==> config.mk <==
export PLATFORM = sky130hd
export DESIGN_NAME = pipeline_ctrl
export DESIGN_NICKNAME = d
export VERILOG_FILES = /design/src/rtl/pipeline_ctrl.sv
export SDC_FILE = /design/constraint.sdc
export NUM_CORES = 1
export LEC_CHECK = 0
export BUFFER_PORTS_ARGS = -buffer_cell sky130_fd_sc_hd__buf_2
export CORE_AREA = 2 2 74 129
export CTS_CLUSTER_DIAMETER = 200
export CTS_CLUSTER_SIZE = 12
export DETAILED_ROUTE_END_ITERATION = 16
export DIE_AREA = 0 0 76 131
export PLACE_DENSITY = 0.88
export SLEW_MARGIN = 20
export SYNTH_ARGS = -nofsm -noshare
export SYNTH_HDL_FRONTEND = slang
export SYNTH_SLANG_ARGS = --single-unit
export TNS_END_PERCENT = 30
==> constraint.sdc <==
create_clock -name i_clk -period 2.27 [get_ports i_clk]
set_input_delay 0.227 -clock i_clk [delete_from_list [all_inputs] [get_ports i_clk]]
set_output_delay 0.227 -clock i_clk [all_outputs]
set_load 0.05 [all_outputs]
==> src/rtl/pipeline_ctrl.sv <==
// Front-end pipeline controller: PC, IF/ID register and ID/EX valid, with freeze/redirect/stall/fetch-wait priority.
// Optional performance counters are built when PIPE_CTRL_PERF_EN is defined.
module pipeline_ctrl #(
  parameter int unsigned     XLEN      = 32,
  parameter logic [XLEN-1:0] RESET_PC  = '0,
  parameter logic [31:0]     NOP_INSTR = 32'h0000_0013
) (
  input  logic            i_clk,
  input  logic            i_rst_n,
  input  logic            i_hazard_stall,
  input  logic            i_redirect,
  input  logic [XLEN-1:0] i_redirect_pc,
  input  logic [31:0]     i_imem_rdata,
  input  logic            i_imem_valid,
  input  logic            i_dmem_stall,
  output logic [XLEN-1:0] o_pc,
  output logic            o_imem_req,
  output logic [31:0]     o_id_instr,
  output logic [XLEN-1:0] o_id_pc,
  output logic            o_id_valid,
  output logic            o_idex_en,
  output logic            o_ex_valid
`ifdef PIPE_CTRL_PERF_EN
  ,
  output logic [31:0]     o_stall_cycles,
  output logic [31:0]     o_flush_count
`endif
);

  typedef enum logic [2:0] {
    ACT_FREEZE,
    ACT_REDIRECT,
    ACT_STALL,
    ACT_FETCH_WAIT,
    ACT_ADVANCE
  } action_e;

  action_e         action;
  logic            stall;
  logic [XLEN-1:0] pc_reg, pc_next;
  logic [31:0]     id_instr_reg, id_instr_next;
  logic [XLEN-1:0] id_pc_reg, id_pc_next;
  logic            id_valid_reg, id_valid_next;
  logic            ex_valid_reg, ex_valid_next;
  logic            unused_pc_lsbs;

  // Redirect targets are forced word-aligned, so the low bits are never consumed.
  assign unused_pc_lsbs = ^i_redirect_pc[1:0];

  // A hazard request against an empty ID slot is meaningless and ignored.
  assign stall = i_hazard_stall & id_valid_reg;

  always_comb begin
    action = ACT_ADVANCE;
    if (i_dmem_stall)       action = ACT_FREEZE;
    else if (i_redirect)    action = ACT_REDIRECT;
    else if (stall)         action = ACT_STALL;
    else if (!i_imem_valid) action = ACT_FETCH_WAIT;
  end

  always_comb begin
    pc_next       = pc_reg;
    id_instr_next = id_instr_reg;
    id_pc_next    = id_pc_reg;
    id_valid_next = id_valid_reg;
    ex_valid_next = ex_valid_reg;
    case (action)
      ACT_REDIRECT: begin
        pc_next       = {i_redirect_pc[XLEN-1:2], 2'b00};
        id_instr_next = NOP_INSTR;
        id_valid_next = 1'b0;
        ex_valid_next = 1'b0;
      end
      ACT_STALL: ex_valid_next = 1'b0;
      ACT_FETCH_WAIT: begin
        id_instr_next = NOP_INSTR;
        id_valid_next = 1'b0;
        ex_valid_next = id_valid_reg;
      end
      ACT_ADVANCE: begin
        pc_next       = pc_reg + XLEN'(4);
        id_instr_next = i_imem_rdata;
        id_pc_next    = pc_reg;
        id_valid_next = 1'b1;
        ex_valid_next = id_valid_reg;
      end
      default: ;
    endcase
  end

  always_ff @(posedge i_clk or negedge i_rst_n) begin
    if (!i_rst_n) begin
      pc_reg       <= RESET_PC;
      id_instr_reg <= NOP_INSTR;
      id_pc_reg    <= '0;
      id_valid_reg <= 1'b0;
      ex_valid_reg <= 1'b0;
    end else begin
      pc_reg       <= pc_next;
      id_instr_reg <= id_instr_next;
      id_pc_reg    <= id_pc_next;
      id_valid_reg <= id_valid_next;
      ex_valid_reg <= ex_valid_next;
    end
  end

  assign o_pc       = pc_reg;
  assign o_id_instr = id_instr_reg;
  assign o_id_pc    = id_pc_reg;
  assign o_id_valid = id_valid_reg;
  assign o_ex_valid = ex_valid_reg;
  assign o_imem_req = ~i_dmem_stall;
  assign o_idex_en  = ~i_dmem_stall;

`ifdef PIPE_CTRL_PERF_EN
  logic [31:0] stall_cycles_reg;
  logic [31:0] flush_count_reg;

  // Saturating counters: a full count sticks rather than wrapping to zero.
  always_ff @(posedge i_clk or negedge i_rst_n) begin
    if (!i_rst_n) begin
      stall_cycles_reg <= '0;
      flush_count_reg  <= '0;
    end else begin
      if ((action == ACT_FREEZE || action == ACT_STALL) && stall_cycles_reg != '1)
        stall_cycles_reg <= stall_cycles_reg + 32'd1;
      if (action == ACT_REDIRECT && flush_count_reg != '1)
        flush_count_reg <= flush_count_reg + 32'd1;
    end
  end

  assign o_stall_cycles = stall_cycles_reg;
  assign o_flush_count  = flush_count_reg;
`endif

endmodule
==> results.md <==
- The type of element capturing the critical path is a flip-flop.
- After detailed routing, the average wire length per cell comes to 16.72 um.
- Across the whole layout, storage elements account for 0.002359 sq mm.
- The fmax is 0.4667 GHz.
- After clock tree synthesis, the setup repair step added 0 buffers.
- The total detailed-routing wirelength is 12.25 mm.
- The source of the worst hold timing path is i_redirect_pc[24].
- At the pin with the least slew margin, the transition time is 0.7085 ns.
- The setup slack on the worst flop-to-flop path is 0.13 ns.
- The number of global-route vias before repair is 4061.
- The site row count is 46.
- TritonCTS built the clock tree.
- The worst register-to-register path begins at o_pc[2].
- Across all layers, the routed design uses 4219 vias.
- The area growth from synthesis to layout is 30.65%.
- The share of the synthesized area in compound gates (AO/OA/AOI/OAI) is 0.1983.
- The biggest area consumer among synthesized cells is sky130_fd_sc_hd__dfrtp_1.
- Ranked by total cell area, the synthesized netlist is headed by sky130_fd_sc_hd__dfrtp_1 53%, sky130_fd_sc_hd__nand2_1 9.6%, sky130_fd_sc_hd__a22o_1 6.3%.
- The global routing usage summed across all routing layers is 0.2514.
- Between clock sinks in the finished design, the worst skew comes to 0.007336 ns.
- The mux cell area share after synthesis is 0.006999.
- The DRC marker count from the first detailed-route iteration is 404.
- The vertical die dimension is 131 um.
- The total inserted antenna cells is 0.
- The clock root buffer is sky130_fd_sc_hd__clkbuf_16.
- Yosys printed 0 warnings.
- Power spread over the standard cell area amounts to 967.0 mW/mm^2.
- The overall overflow remaining after global route is 0.
- The element type at the critical path start is a flip-flop.
- The synthesized-area fraction occupied by xor and xnor cells is 0.002041.
- The area share of and/or/nand/nor cells after synthesis is 0.1948.
- After clock tree synthesis, the clock-pin slew on the worst setup and hold paths is 0.07 ns.
- Of the total synthesized cell area, the portion taken by full adders, half adders and majority gates is 0.002916.
- For the final routed database, the setup TNS stands at 0 ns.
- The worst path arrival time is 2.38 ns.
- In the routed layout, each cell is associated on average with a via count of 5.756.
- Of all flip-flops after synthesis, the portion carrying an async set or reset was 1.000.
- In this run the tightest slew margin relative to its limit is 0.5277.
- The count of mapped cells out of synthesis is 449.
- The number of buffers on the longest clock path is 2.
- The detailed-routed wire length on met2 is 6.280 mm.
- The number of antenna violations at the first check in global routing came to 0.
- In the routed design, unresolved DRC markers number 0.
- The max-slew violation total from the final report was 0.
- The congestion estimate from routability-driven global placement came to 0.9281.
- The total count of hold-check failures in the final report is 0.
- The clock latency on the worst-skew pair is 0.35 ns.
- Setup repair after global routing left no endpoint under its margin.
- The number of inserted filler cells in the final layout is 743.
- The cell area after synthesis is 0.004290 sq mm.
- The number of endpoints failing setup at the final stage is 0.
- Signal routing reaches up to met4.
- The die is 76 um wide.
- The port buffer count is 163.
- Of the post-synthesis cell area, the dominant cell type holds 0.5308.
- For this run, the leading register cell type out of synthesis is sky130_fd_sc_hd__dfrtp_1.
- The die covers 0.009956 sq mm.
- Along the worst path, the maximum fanout reaches 9.
- Detailed placement finished with a half-perimeter wire length of 8.942 mm.
- The maximum ir drop on the vdd rail is 0.0005295 V.
- The maximum number of pins on one net before global-route repair is 57.
- TritonCTS created 9 clock buffers.
- The largest family of logic cells by synthesized area is compound AO/OA/AOI/OAI gates.
- The leading cell type in the layout, fill and taps excluded is sky130_fd_sc_hd__buf_2.
- The synthesized design contains 0 enable-type register cells.
- The analysis attributes to cell leakage a power of 2.860 nW.
- Synthesis inferred 94 register bits.
- The number of distinct library cells after synthesis is 53.
- The number of optimization iterations in the first detailed-route pass is 5.
- For this configuration, the core starts out at a cell density of 0.4809.
- In this run the critical register-to-register path is captured at o_pc[28].
- For this run, the post-layout net count is 679.
- The maximum level of the CTS H-tree is 3.
- For the worst flop-to-flop path, the logic depth is 6.
- The critical path in this run is classified as reg2reg.
- The first global-routing pass estimated 19.94 mm of wire.
- Once detail routing completed, the nets flagged for antenna violations numbered 0.
- The fraction of the core area covered by cells at the end of the flow is 0.6283.
- Of the cells placed in the final design, the portion with a size suffix greater than 1 is 0.3409.
- Leaving out fill and tap cells, the most frequent cells in the layout are 162 x sky130_fd_sc_hd__buf_2, 109 x sky130_fd_sc_hd__nand2_1, 89 x sky130_fd_sc_hd__dfrtp_1, 31 x sky130_fd_sc_hd__a22o_1, 26 x sky130_fd_sc_hd__a21oi_1.
- The fraction of the yosys area taken by sequential cells is 0.5491.
- A synthesized cell averages 9.555 sq um.
- At the worst endpoint, the required time is 2.51 ns.
- The tightest min-delay check is of the in2reg type.
- The destination of the worst hold path is o_pc[24].
- The tool flagged a number of max-cap violations equal to 0.
- The fraction of the cycle the final worst path needs is 0.9439.
- Pin placement for this block handled 170 I/O pins.
- The clock net in this run drives a total of 94 sinks.
- The routed length on met1 is 4.411 mm.
- The area of the core is 0.008921 sq mm.
- Counting I/O delays and the setup requirement, the final critical path takes 2.143 ns.
- The count of cells along the worst hold path is 3.
- After detailed routing, the met3 layer carries 907 um of wire.
- The area occupied by multi-input gates is 0.001769 sq mm.
- The run finished with clean final reports.
state kept, by name, indices dropped and copies added (netlist names):
name        cells
o_id_instr     32
o_pc           30
o_ex_valid      1
o_id_valid      1
o_id_pc        30
layout make-up:
class,count,area share
flip-flops and latches,94,0.4208
multi-input cells,315,0.3156
repair buffers,180,0.1737
clock buffers,9,0.04018
well taps,120,0.02679
clock inverters,7,0.01763
inverters,8,0.005357
Yosys cell counts, types with 2 or more instances:
master	n
sky130_fd_sc_hd__a21oi_1	26
sky130_fd_sc_hd__a221o_1	4
sky130_fd_sc_hd__a22o_1	31
sky130_fd_sc_hd__a22oi_1	3
sky130_fd_sc_hd__a2bb2oi_1	3
sky130_fd_sc_hd__a31oi_1	6
sky130_fd_sc_hd__a32oi_1	2
sky130_fd_sc_hd__and3_1	3
sky130_fd_sc_hd__and4_1	2
sky130_fd_sc_hd__buf_1	3
sky130_fd_sc_hd__buf_2	10
sky130_fd_sc_hd__buf_4	5
sky130_fd_sc_hd__clkbuf_1	17
sky130_fd_sc_hd__dfrtp_1	91
sky130_fd_sc_hd__dfstp_2	3
sky130_fd_sc_hd__inv_1	8
sky130_fd_sc_hd__mux2i_1	3
sky130_fd_sc_hd__nand2_1	110
sky130_fd_sc_hd__nand2b_1	4
sky130_fd_sc_hd__nand3_1	17
sky130_fd_sc_hd__nand4_1	12
sky130_fd_sc_hd__nor2_1	21
sky130_fd_sc_hd__nor3_1	2
sky130_fd_sc_hd__nor4_1	4
sky130_fd_sc_hd__o21ai_0	21
sky130_fd_sc_hd__o22a_1	4
sky130_fd_sc_hd__o22ai_1	6
sky130_fd_sc_hd__o311ai_0	2
sky130_fd_sc_hd__o31ai_1	2
repair_timing:
action,4_1_cts,5_1_grt
endpoints found under the hold margin,52,0
resized for setup,0,2
endpoints found under the setup margin,0,2
hold buffers,1,0
cells by family (layout without fill, tap and decap cells):
kind of cell,after synthesis,in the layout
compound gates,122,122
xor+xnor,1,1
fa+ha+maj,1,1
buf+inv,43,204
flops,94,94
mux,3,3
other cells,1,4
simple gates,184,184
per-stage QoR:
step	total power, W	setup slack (ns)	std cells	instance area (sq um)	hold WS (ns)
5_1_grt	0.005652	0.02683	733	5605	0.08877
3_5_place_dp	0.003820	0.1495	716	5265	0.3254
4_1_cts	0.005451	0.1411	733	5599	0.07996
6_report	0.005420	0.1274	733	5605	0.08943
3_3_place_gp	0.003778	0.2137	716	5265	0.3138
2_1_floorplan	0.003331	0.006854	452	4304	-0.06859
critical path, stage by stage (launching register included):
cell                       delay [ns]
sky130_fd_sc_hd__dfrtp_2         0.43
sky130_fd_sc_hd__ha_1            0.27
sky130_fd_sc_hd__nand4_2         0.13
sky130_fd_sc_hd__or4_4           0.56
sky130_fd_sc_hd__nor4_1          0.28
sky130_fd_sc_hd__nand2_1         0.10
sky130_fd_sc_hd__o311ai_1        0.27
per-layer routing:
| metal | GRT usage | vias up |
|---|---|---|
| met5 | 0 | - |
| met4 | 0.1465 | 0 |
| met3 | 0.07005 | 58 |
| met2 | 0.4291 | 233 |
| met1 | 0.2850 | 2009 |
| li1 | - | 1919 |
worst max-delay path by stage:
stage	startpoint	slack (ns)	endpoint
floorplan	o_pc[10]	0.007	o_pc[28]
global placement	o_pc[2]	0.21	o_pc[28]
detailed placement	o_pc[2]	0.15	o_pc[28]
CTS	o_pc[2]	0.14	o_pc[28]
global route	o_pc[3]	0.03	o_pc[28]
finish	o_pc[2]	0.13	o_pc[28]
where the power goes:
group | switching, W | total, W | internal [W]
clock network | 0.000654 | 0.00162 | 0.000968
registers | 0.000213 | 0.00212 | 0.00190
logic | 0.00128 | 0.00168 | 0.000403
total | 0.00214 | 0.00542 | 0.00328
Power figures use the tool's default switching activity.
